===== src/rtl/instr_encoder_loader_if.sv =====
// ----------------------------------------------------------------------------
// instr_encoder_loader_if
// Bundles the field-set handshake, address-load control and byte-write memory
// bus of the RV32I instruction encoder/loader.
//   slave  : the encoder/loader itself
//   master : the program source plus the memory (drives fields, load, mem_ready)
// Signals:
//   in_valid/in_ready          field-set handshake
//   opCode..immediateExtd      decoded-style instruction fields
//   load_en/load_addr          load a new (word-aligned) write address
//   mem_we/mem_ready           byte write strobe / memory accept
//   mem_addr/mem_wdata         byte address / byte data
//   instr_out                  last encoded instruction
//   done/err                   one-cycle pulses: instruction written / rejected
//   instr_count                instructions written, modulo 2^16
// ----------------------------------------------------------------------------
interface instr_encoder_loader_if #(
   parameter int ADDR_W = 32
);
   logic              in_valid;
   logic              in_ready;
   logic [6:0]        opCode;
   logic [2:0]        funct3;
   logic [6:0]        funct7;
   logic [4:0]        rd_addr;
   logic [4:0]        rs1_addr;
   logic [4:0]        rs2_addr;
   logic [31:0]       immediateExtd;
   logic              load_en;
   logic [ADDR_W-1:0] load_addr;
   logic              mem_we;
   logic              mem_ready;
   logic [ADDR_W-1:0] mem_addr;
   logic [7:0]        mem_wdata;
   logic [31:0]       instr_out;
   logic              done;
   logic              err;
   logic [15:0]       instr_count;

   modport slave (
      input  in_valid, opCode, funct3, funct7, rd_addr, rs1_addr, rs2_addr,
             immediateExtd, load_en, load_addr, mem_ready,
      output in_ready, mem_we, mem_addr, mem_wdata, instr_out, done, err,
             instr_count
   );

   modport master (
      output in_valid, opCode, funct3, funct7, rd_addr, rs1_addr, rs2_addr,
             immediateExtd, load_en, load_addr, mem_ready,
      input  in_ready, mem_we, mem_addr, mem_wdata, instr_out, done, err,
             instr_count
   );
endinterface


===== src/rtl/instr_encoder_loader.sv =====
// ----------------------------------------------------------------------------
// instr_encoder_loader
// Packs a decoded-style RV32I field set into a 32-bit instruction and writes it
// byte-serially, little-endian, into byte-addressed memory at an
// auto-incrementing word-aligned address. Used to preload test programs.
// Parameters:
//   ADDR_W     memory address width
//   BASE_ADDR  write address after reset
// Ports:
//   clk        rising-edge clock
//   rst        asynchronous active-high reset
//   bus        instr_encoder_loader_if.slave (handshake, fields, memory bus)
// ----------------------------------------------------------------------------
module instr_encoder_loader #(
   parameter int                ADDR_W    = 32,
   parameter logic [ADDR_W-1:0] BASE_ADDR = '0
) (
   input  logic                    clk,
   input  logic                    rst,
   instr_encoder_loader_if.slave   bus
);

   localparam logic [6:0] OP_R      = 7'b0110011;
   localparam logic [6:0] OP_IMM    = 7'b0010011;
   localparam logic [6:0] OP_LOAD   = 7'b0000011;
   localparam logic [6:0] OP_JALR   = 7'b1100111;
   localparam logic [6:0] OP_SYSTEM = 7'b1110011;
   localparam logic [6:0] OP_FENCE  = 7'b0001111;
   localparam logic [6:0] OP_STORE  = 7'b0100011;
   localparam logic [6:0] OP_BRANCH = 7'b1100011;
   localparam logic [6:0] OP_LUI    = 7'b0110111;
   localparam logic [6:0] OP_AUIPC  = 7'b0010111;
   localparam logic [6:0] OP_JAL    = 7'b1101111;

   typedef enum logic [2:0] {IDLE, WR0, WR1, WR2, WR3} state_t;

   state_t            state_reg;
   logic [ADDR_W-1:0] addr_reg;
   logic [ADDR_W-1:0] mem_addr_reg;
   logic [7:0]        mem_wdata_reg;
   logic              mem_we_reg;
   logic [31:0]       instr_out_reg;
   logic              done_reg;
   logic              err_reg;
   logic [15:0]       instr_count_reg;

   logic [31:0]       imm;
   logic [31:0]       enc_word;
   logic              enc_legal;
   logic [7:0]        instr_byte [4];

   assign imm = bus.immediateExtd;

   // Little-endian byte lanes of the captured instruction.
   for (genvar gi = 0; gi < 4; gi++) begin : g_byte
      assign instr_byte[gi] = instr_out_reg[8*gi +: 8];
   end

   // Field packing per instruction format; unknown opcodes are flagged.
   always_comb begin
      enc_word  = 32'h0;
      enc_legal = 1'b1;
      case (bus.opCode)
         OP_R:
            enc_word = {bus.funct7, bus.rs2_addr, bus.rs1_addr, bus.funct3,
                        bus.rd_addr, bus.opCode};
         OP_IMM: begin
            // Shift-immediates carry funct7 in the upper immediate bits.
            if (bus.funct3 == 3'b001 || bus.funct3 == 3'b101)
               enc_word = {bus.funct7, imm[4:0], bus.rs1_addr, bus.funct3,
                           bus.rd_addr, bus.opCode};
            else
               enc_word = {imm[11:0], bus.rs1_addr, bus.funct3,
                           bus.rd_addr, bus.opCode};
         end
         OP_LOAD, OP_JALR, OP_SYSTEM, OP_FENCE:
            enc_word = {imm[11:0], bus.rs1_addr, bus.funct3,
                        bus.rd_addr, bus.opCode};
         OP_STORE:
            enc_word = {imm[11:5], bus.rs2_addr, bus.rs1_addr, bus.funct3,
                        imm[4:0], bus.opCode};
         OP_BRANCH:
            enc_word = {imm[12], imm[10:5], bus.rs2_addr, bus.rs1_addr,
                        bus.funct3, imm[4:1], imm[11], bus.opCode};
         OP_LUI, OP_AUIPC:
            enc_word = {imm[31:12], bus.rd_addr, bus.opCode};
         OP_JAL:
            enc_word = {imm[20], imm[10:1], imm[11], imm[19:12],
                        bus.rd_addr, bus.opCode};
         default:
            enc_legal = 1'b0;
      endcase
   end

   // Only combinational output: ready in IDLE unless an address load is pending.
   assign bus.in_ready = (state_reg == IDLE) && !bus.load_en;

   always_ff @(posedge clk or posedge rst) begin
      if (rst) begin
         state_reg       <= IDLE;
         addr_reg        <= BASE_ADDR;
         mem_addr_reg    <= BASE_ADDR;
         mem_wdata_reg   <= 8'h00;
         mem_we_reg      <= 1'b0;
         instr_out_reg   <= 32'h0;
         done_reg        <= 1'b0;
         err_reg         <= 1'b0;
         instr_count_reg <= 16'h0;
      end else begin
         done_reg <= 1'b0;
         err_reg  <= 1'b0;
         case (state_reg)
            IDLE: begin
               if (bus.load_en) begin
                  addr_reg     <= {bus.load_addr[ADDR_W-1:2], 2'b00};
                  mem_addr_reg <= {bus.load_addr[ADDR_W-1:2], 2'b00};
               end else if (bus.in_valid) begin
                  if (enc_legal) begin
                     instr_out_reg <= enc_word;
                     state_reg     <= WR0;
                     mem_we_reg    <= 1'b1;
                     mem_addr_reg  <= addr_reg;
                     mem_wdata_reg <= enc_word[7:0];
                  end else begin
                     err_reg <= 1'b1;
                  end
               end
            end
            WR0: if (bus.mem_ready) begin
               state_reg     <= WR1;
               mem_addr_reg  <= mem_addr_reg + ADDR_W'(1);
               mem_wdata_reg <= instr_byte[1];
            end
            WR1: if (bus.mem_ready) begin
               state_reg     <= WR2;
               mem_addr_reg  <= mem_addr_reg + ADDR_W'(1);
               mem_wdata_reg <= instr_byte[2];
            end
            WR2: if (bus.mem_ready) begin
               state_reg     <= WR3;
               mem_addr_reg  <= mem_addr_reg + ADDR_W'(1);
               mem_wdata_reg <= instr_byte[3];
            end
            WR3: if (bus.mem_ready) begin
               // Last byte accepted: commit the word and park on the next address.
               state_reg       <= IDLE;
               mem_we_reg      <= 1'b0;
               mem_wdata_reg   <= 8'h00;
               addr_reg        <= addr_reg + ADDR_W'(4);
               mem_addr_reg    <= addr_reg + ADDR_W'(4);
               instr_count_reg <= instr_count_reg + 16'd1;
               done_reg        <= 1'b1;
            end
            default: state_reg <= IDLE;
         endcase
      end
   end

   assign bus.mem_we      = mem_we_reg;
   assign bus.mem_addr    = mem_addr_reg;
   assign bus.mem_wdata   = mem_wdata_reg;
   assign bus.instr_out   = instr_out_reg;
   assign bus.done        = done_reg;
   assign bus.err         = err_reg;
   assign bus.instr_count = instr_count_reg;

endmodule

===== src/flat_wrapper.sv =====
// flat-port wrapper written by rule: the top's interface ports become plain ports
module instr_encoder_loader_flat 
#(
   parameter int                ADDR_W    = 32,
   parameter logic [ADDR_W-1:0] BASE_ADDR = '0
)
  (clk, rst, bus_in_valid, bus_opCode, bus_funct3, bus_funct7, bus_rd_addr, bus_rs1_addr, bus_rs2_addr, bus_immediateExtd, bus_load_en, bus_load_addr, bus_mem_ready, bus_in_ready, bus_mem_we, bus_mem_addr, bus_mem_wdata, bus_instr_out, bus_done, bus_err, bus_instr_count);
  instr_encoder_loader_if #(.ADDR_W(ADDR_W)) bus_i ();
  input  logic clk;
  input  logic rst;
  input wire logic [$bits(bus_i.in_valid)-1:0] bus_in_valid;
  input wire logic [$bits(bus_i.opCode)-1:0] bus_opCode;
  input wire logic [$bits(bus_i.funct3)-1:0] bus_funct3;
  input wire logic [$bits(bus_i.funct7)-1:0] bus_funct7;
  input wire logic [$bits(bus_i.rd_addr)-1:0] bus_rd_addr;
  input wire logic [$bits(bus_i.rs1_addr)-1:0] bus_rs1_addr;
  input wire logic [$bits(bus_i.rs2_addr)-1:0] bus_rs2_addr;
  input wire logic [$bits(bus_i.immediateExtd)-1:0] bus_immediateExtd;
  input wire logic [$bits(bus_i.load_en)-1:0] bus_load_en;
  input wire logic [$bits(bus_i.load_addr)-1:0] bus_load_addr;
  input wire logic [$bits(bus_i.mem_ready)-1:0] bus_mem_ready;
  output wire logic [$bits(bus_i.in_ready)-1:0] bus_in_ready;
  output wire logic [$bits(bus_i.mem_we)-1:0] bus_mem_we;
  output wire logic [$bits(bus_i.mem_addr)-1:0] bus_mem_addr;
  output wire logic [$bits(bus_i.mem_wdata)-1:0] bus_mem_wdata;
  output wire logic [$bits(bus_i.instr_out)-1:0] bus_instr_out;
  output wire logic [$bits(bus_i.done)-1:0] bus_done;
  output wire logic [$bits(bus_i.err)-1:0] bus_err;
  output wire logic [$bits(bus_i.instr_count)-1:0] bus_instr_count;
  assign bus_i.in_valid = bus_in_valid;
  assign bus_i.opCode = bus_opCode;
  assign bus_i.funct3 = bus_funct3;
  assign bus_i.funct7 = bus_funct7;
  assign bus_i.rd_addr = bus_rd_addr;
  assign bus_i.rs1_addr = bus_rs1_addr;
  assign bus_i.rs2_addr = bus_rs2_addr;
  assign bus_i.immediateExtd = bus_immediateExtd;
  assign bus_i.load_en = bus_load_en;
  assign bus_i.load_addr = bus_load_addr;
  assign bus_i.mem_ready = bus_mem_ready;
  assign bus_in_ready = bus_i.in_ready;
  assign bus_mem_we = bus_i.mem_we;
  assign bus_mem_addr = bus_i.mem_addr;
  assign bus_mem_wdata = bus_i.mem_wdata;
  assign bus_instr_out = bus_i.instr_out;
  assign bus_done = bus_i.done;
  assign bus_err = bus_i.err;
  assign bus_instr_count = bus_i.instr_count;
  instr_encoder_loader #(.ADDR_W(ADDR_W), .BASE_ADDR(BASE_ADDR)) u_core (.clk(clk), .rst(rst), .bus(bus_i));
endmodule

===== config.mk =====
export PLATFORM = sky130hd
export DESIGN_NAME = instr_encoder_loader_flat
export DESIGN_NICKNAME = d
export VERILOG_FILES = /design/src/rtl/instr_encoder_loader_if.sv /design/src/rtl/instr_encoder_loader.sv /design/src/flat_wrapper.sv
export SDC_FILE = /design/constraint.sdc
export NUM_CORES = 1
export LEC_CHECK = 0
export BUFFER_PORTS_ARGS = -buffer_cell sky130_fd_sc_hd__buf_2
export CORE_MARGIN = 2
export CORE_UTILIZATION = 40
export DETAILED_ROUTE_END_ITERATION = 12
export HOLD_SLACK_MARGIN = 0.1
export SLEW_MARGIN = 20
export SYNTH_ARGS = -nofsm -noshare
export SYNTH_HDL_FRONTEND = slang
export SYNTH_SLANG_ARGS = --single-unit

===== constraint.sdc =====
create_clock -name clk -period 4.9 [get_ports clk]
set_input_delay 0.735 -clock clk [delete_from_list [all_inputs] [get_ports clk]]
set_output_delay 0.735 -clock clk [all_outputs]
set_load 0.03 [all_outputs]

==> results of run 1 <==
-- power groups by stage --
| stage | clock network (W) | logic [W] | registers [W] |
|---|---|---|---|
| 2_1_floorplan | 0 | 0.00165 | 0.00204 |
| 3_3_place_gp | 0 | 0.00255 | 0.00189 |
| 3_5_place_dp | 0 | 0.00258 | 0.00190 |
| 4_1_cts | 0.00119 | 0.00259 | 0.00188 |
| 5_1_grt | 0.00124 | 0.00285 | 0.00197 |
| 6_report | 0.00118 | 0.00259 | 0.00190 |
-- cells in the final DEF, fill, tap and decap left out, types with 7 or more instances in the layout --
master	count
buf_2	190
dfrtp_1	124
nand2_1	112
o21ai_0	92
nor2_1	88
a21oi_1	71
nand3_1	41
and3_1	26
xnor2_1	25
inv_1	23
mux2i_1	23
nand4_1	22
nor3_1	22
a22oi_1	18
clkbuf_16	17
o22ai_1	14
buf_4	14
a31oi_1	11
a211oi_1	11
a222oi_1	10
o22a_1	10
o21a_1	10
o32ai_1	10
mux2_2	10
xor2_1	9
nand2b_1	7
a21o_1	7
nor4_1	7
-- worst max-delay path: stages, from the launching register on --
cell	delay, ps
dfrtp_1	870
or2_1	800
nor3_2	170
buf_2	230
-- final cells by class --
class | instances | area (sq um)
Fill cell | 2045 | 10300
Clock buffer | 19 | 453
Timing Repair Buffer | 204 | 1060
Sequential cell | 124 | 3100
Clock inverter | 13 | 93.8
Inverter | 24 | 92.6
Multi-Input combinational cell | 771 | 4720
Tap cell | 270 | 338
-- worst max-delay path by stage --
| stage | depth (start not counted) | slack (ps) | end |
|---|---|---|---|
| 3_5_place_dp | 7 | 1670 | u_core.bus.mem_addr[9] |
| 2_1_floorplan | 1 | 870 | u_core.addr_reg[10] |
| 6_report | 3 | 1660 | bus_in_ready |
| 3_3_place_gp | 7 | 1730 | u_core.bus.mem_addr[9] |
| 4_1_cts | 3 | 1660 | bus_in_ready |
| 5_1_grt | 3 | 1530 | bus_in_ready |
-- through the flow --
stage	hold WS [ps]	instances	utilization	power, W	worst slack (ps)
after floorplan	541	993	-	0.00369	866
after CTS	469	1425	0.489	0.00566	1660
after detailed placement	454	1393	0.461	0.00447	1670
after global routing	477	1425	0.489	0.00606	1530
final	469	1425	0.489	0.00567	1660
after global placement	446	1393	0.461	0.00444	1730
-- cell families after synthesis --
family / Yosys count
and+or+nand+nor: 362
DFF: 124
muxes: 33
adders and majority gates: 3
AOI/OAI and AO/OA: 339
buffers and inverters: 98
xor gates and xnor gates: 34
-- layer usage --
metal	share of wire	up-vias
li1	-	4011
met1	0.45	3998
met2	0.45	321
met3	0.069	36
met4	0.022	0
met5	0	-
==> results.cfg, run 1 <==
[finish]
fin_area_sq_um = 9850
drive_gt1_frac = 0.233
insertedDiodeCount = 0
fin_nets = 1246
area_growth_pct = 20.0

[sta]
fin_crit_sh = 0.662
max_freq_ghz = 0.308
slew_headroom = 0.354
tightest_slew_ps = 962
period_needed_ps = 3240
finalSetupViolCount = 0
drv_slew = 0
hold_viol = 0
rsz0062_at_grt = false
fin_skew_ps = 11.2
fin_setup_tns_ps = 0

[synth]
synth_mux_area_frac = 0.0417
synthTopCellsByCount = dfrtp_1, nand2_1, o21ai_0, nor2_1, a21oi_1
yosys.area.top_type = dfrtp_1
synth_cell_type_count = 76
synth.most_common_cell = dfrtp_1
syn-cell-area_sq_um = 8210
synth_warnings = 0
synth_seq_area_share = 0.378
synth-compound-area-share = 0.277
synthesis.nets = 1097
synth_flop_cell = dfrtp_1
synth_top_area_frac = 0.378
async_flop_share = 1.00
ys_top_cells_by_area = dfrtp_1, o21ai_0, nand2_1
synthAdderAreaFrac = 0.00457
synthCells = 993
synth_edf_count = 0
synth_xor_area_frac = 0.0363
synth_top_family_by_area = compound AO/OA/AOI/OAI gates
synthSimpleGateAreaFrac = 0.212
ys_ff_latch = 124
synth_area_per_cell_sq_um = 8.27

[pwr]
p_sw_w = 0.00272
power.leakage_nw = 4.34
p_sw_frac = 0.481
power_frac_clock = 0.208
p_int_w = 0.00294
power_density_nw_per_um2 = 575
ir_drop_uv = 322
pwr-share-seq = 0.335
power_frac_comb = 0.457

[worst_hold_path]
hp-class = flip-flop to flip-flop
min_path_cells = 1
worst_hold_startpoint = u_core.bus.instr_out[1]
holdPathEnd = u_core.bus.instr_out[1]

[worst_setup_path]
reg2reg_to = u_core.addr_reg[19]
critical_path.startpoint = u_core.state_reg[1]
critPathKind = flip-flop to output pin
r2r-start = u_core.state_reg[1]
critPathCaptureType = output pin
worstPathArrival_ps = 2510
critPathLaunchType = flip-flop
worst-r2r-cell-count = 5
cp.required_ps = 4160
path_max_fanout = 25
reg2reg_setup_slack_ps = 1700

[floorplan]
fp.coreArea_sq_um = 20200
dieHeight_um = 147
die_w_um = 147
die_area_sq_um = 21700
start_util = 0.407
num_io_pins = 193
row_count = 52

[grt]
busiest_layer = met2
met3_usage = 0.0460
use_met2 = 0.392
grt_pass1_wl_mm = 43.8
met1_usage = 0.367
first_global_vias = 7818
antenna_found_initial = 0
grt_start_max_net_pins = 72
overflow = 0
grtUsageTotal = 0.257

[cts]
postCtsHoldBufs = 0
clk_latency_ps = 430
cts_setup_buffers = 0
h-tree-depth = 4
clock_sinks = 124
ctsResizeCount = 0
ctsLongestPathBuffers = 2
path_clk_slew_ps = 60
tritoncts = done
clock_tree.root_cell = clkbuf_16
cts_buffers = 17

[placed_design]
dp.final_hpwl_mm = 19.8
io_buffers = 190
dpl_cell_area_sq_um = 9310
gp_congestion = 0.942

[run_status]
outcome = complete, no violations

[route]
vias = 8366
drt_iter0_drc = 852
wirelength_mm = 27.7
ant_nets = 0
wl_per_cell_um = 19.4
drc_errors = 0
drt-vias-per-instance = 5.87
first_pass_iters = 5

[run]
cap_violations = 0
(Power assumes the default switching activity.)
==> run 2, diff against run 1 <==
==> constraint.sdc (replaced) <==
create_clock -name clk -period 2.9 [get_ports clk]
set_input_delay 0.435 -clock clk [delete_from_list [all_inputs] [get_ports clk]]
set_output_delay 0.435 -clock clk [all_outputs]
set_load 0.03 [all_outputs]
==> run 2 against run 1 <==
First-iteration DRC count shrank 14%. Power increased by 75%. Critical path depth increased by 4. Clock skew shrank 2.4 ps. Die area is the same. Largest cell class unchanged. Highest routed layer unchanged.
==> results.cfg, run 2 (synthesized netlist as in run 1, its figures left out) <==
[finish]
multi_input_area_sq_um = 4720
insertedDiodeCount = 0
final_cell_mix = buf_2, dfrtp_1, nand2_1
fill_cells = 1998
final_common_cell = buf_2
final_cells = 1451
fin_nets = 1272
area_growth_pct = 23.2
ff_latch_area_sq_um = 3100
drive_gt1_frac = 0.247
utilization = 0.502

[sta]
period_needed_ps = 2630
rsz0062_at_grt = false
tightest_slew_ps = 679
slew_headroom = 0.547
fin_crit_sh = 0.906
hold_viol = 0
drv_slew = 0
setup_slack_ps = 272
finalSetupViolCount = 0
fin_setup_tns_ps = 0
max_freq_ghz = 0.381
fin_skew_ps = 8.80

[route]
vias = 8478
ant_nets = 0
first_pass_iters = 5
wl_per_cell_um = 19.1
drc_errors = 0
drt_iter0_drc = 729
wirelength_mm = 27.8
drt-vias-per-instance = 5.84

[floorplan]
row_count = 52
start_util = 0.407
fp.coreArea_sq_um = 20200
dieHeight_um = 147
num_io_pins = 193
die_w_um = 147
die_area_sq_um = 21700

[pwr]
power_frac_comb = 0.470
p_total_w = 0.00991
power_density_nw_per_um2 = 979
p_sw_frac = 0.467
power_frac_clock = 0.215
ir_drop_uv = 622
p_sw_w = 0.00463
power.leakage_nw = 4.49
p_int_w = 0.00528
pwr-share-seq = 0.314

[worst_setup_path]
worst-path-stages = 7
reg2reg_setup_slack_ps = 270
cp.required_ps = 3200
path_max_fanout = 10
slowest_delay_ps = 570
worst-r2r-cell-count = 7
r2r-start = u_core.addr_reg[14]
critical_path.cell_chain = nand4_1 > nor4_2 > a31oi_1 > o21a_1 > a2111oi_0 > buf_4 > o21ai_1
worstPathArrival_ps = 2930
critPathCaptureType = flip-flop
crit_buf_inv = 1
critPathKind = flip-flop to flip-flop
critPathLaunchType = flip-flop
reg2reg_to = u_core.bus.mem_addr[22]
cp_top_family = compound AO/OA/AOI/OAI gates
cpMaxStageDelayCell = nor4_2

[cts]
cts_setup_buffers = 0
clock_sinks = 124
ctsResizeCount = 0
clk_latency_ps = 420
clock_tree.root_cell = clkbuf_16
path_clk_slew_ps = 60
tritoncts = done
ctsLongestPathBuffers = 2
h-tree-depth = 4
cts_buffers = 17

[placed_design]
dp.final_hpwl_mm = 20.5
io_buffers = 190
gp_congestion = 0.909
pre_cts_slack_ps = 272
dp.cells = 1418

[grt]
grt_start_max_net_pins = 63
grtUsageTotal = 0.259
overflow = 0
antenna_found_initial = 0
grt_pass1_wl_mm = 44.2
first_global_vias = 8162

[worst_hold_path]
min_path_cells = 3
holdPathEnd = u_core.bus.err
worst_hold_startpoint = bus_in_valid
hp-class = primary input to flip-flop

[run]
cap_violations = 0

[run_status]
outcome = complete, no violations
-- run 2: cell type report --
class / instances / area share
Multi-Input combinational cell: 771 / 0.466
Sequential cell: 124 / 0.307
Timing Repair Buffer: 230 / 0.126
Clock buffer: 20 / 0.0441
Tap cell: 270 / 0.0334
Clock inverter: 12 / 0.0140
Inverter: 24 / 0.00927
-- run 2: how the worst max path moves through the flow --
| stage | start | endpoint |
|---|---|---|
| floorplan | u_core.state_reg[1] | u_core.bus.mem_wdata[0] |
| global placement | bus_opCode[6] | u_core.bus.mem_addr[2] |
| detailed placement | bus_opCode[6] | u_core.bus.mem_addr[2] |
| CTS | u_core.addr_reg[14] | u_core.bus.mem_addr[31] |
| global route | u_core.addr_reg[14] | u_core.bus.mem_addr[31] |
| finish | u_core.addr_reg[14] | u_core.bus.mem_addr[22] |
-- run 2: worst register-to-register path: stages, from the launching register on --
cell and delay [ps]:
dfrtp_1 500, nand4_1 300, nor4_2 580, a31oi_1 200
o21a_1 220, a2111oi_0 430, buf_4 220, o21ai_1 50
-- run 2: repair_timing --
| action | 4_1_cts | 5_1_grt |
|---|---|---|
| endpoints found under the setup margin | 0 | 0 |
| hold buffers | 1 | 0 |
| hold endpoints to repair | 16 | 0 |
-- run 2: through the flow --
step / cell area, sq um / hold slack (ps)
after floorplan: 8220 / 541
after global placement: 9520 / 447
after detailed placement: 9520 / 456
after CTS: 10100 / 271
after global routing: 10100 / 281
final: 10100 / 287
-- run 2: power groups by stage --
stage | Clock (W) | Sequential, W | Combinational (W)
final | 0.00213 | 0.00312 | 0.00466
after global routing | 0.00226 | 0.00323 | 0.00508
after CTS | 0.00218 | 0.00309 | 0.00466
after detailed placement | 0 | 0.00311 | 0.00463
after global placement | 0 | 0.00310 | 0.00459
after floorplan | 0 | 0.00345 | 0.00279
-- run 2: per-layer routing --
metal | global-route usage | wire length, um | vias up
li1 | - | - | 4057
met3 | 0.0516 | 1880 | 44
met4 | 0.0995 | 814 | 0
met5 | 0 | 0 | -
met2 | 0.395 | 12600 | 333
met1 | 0.362 | 12400 | 4044
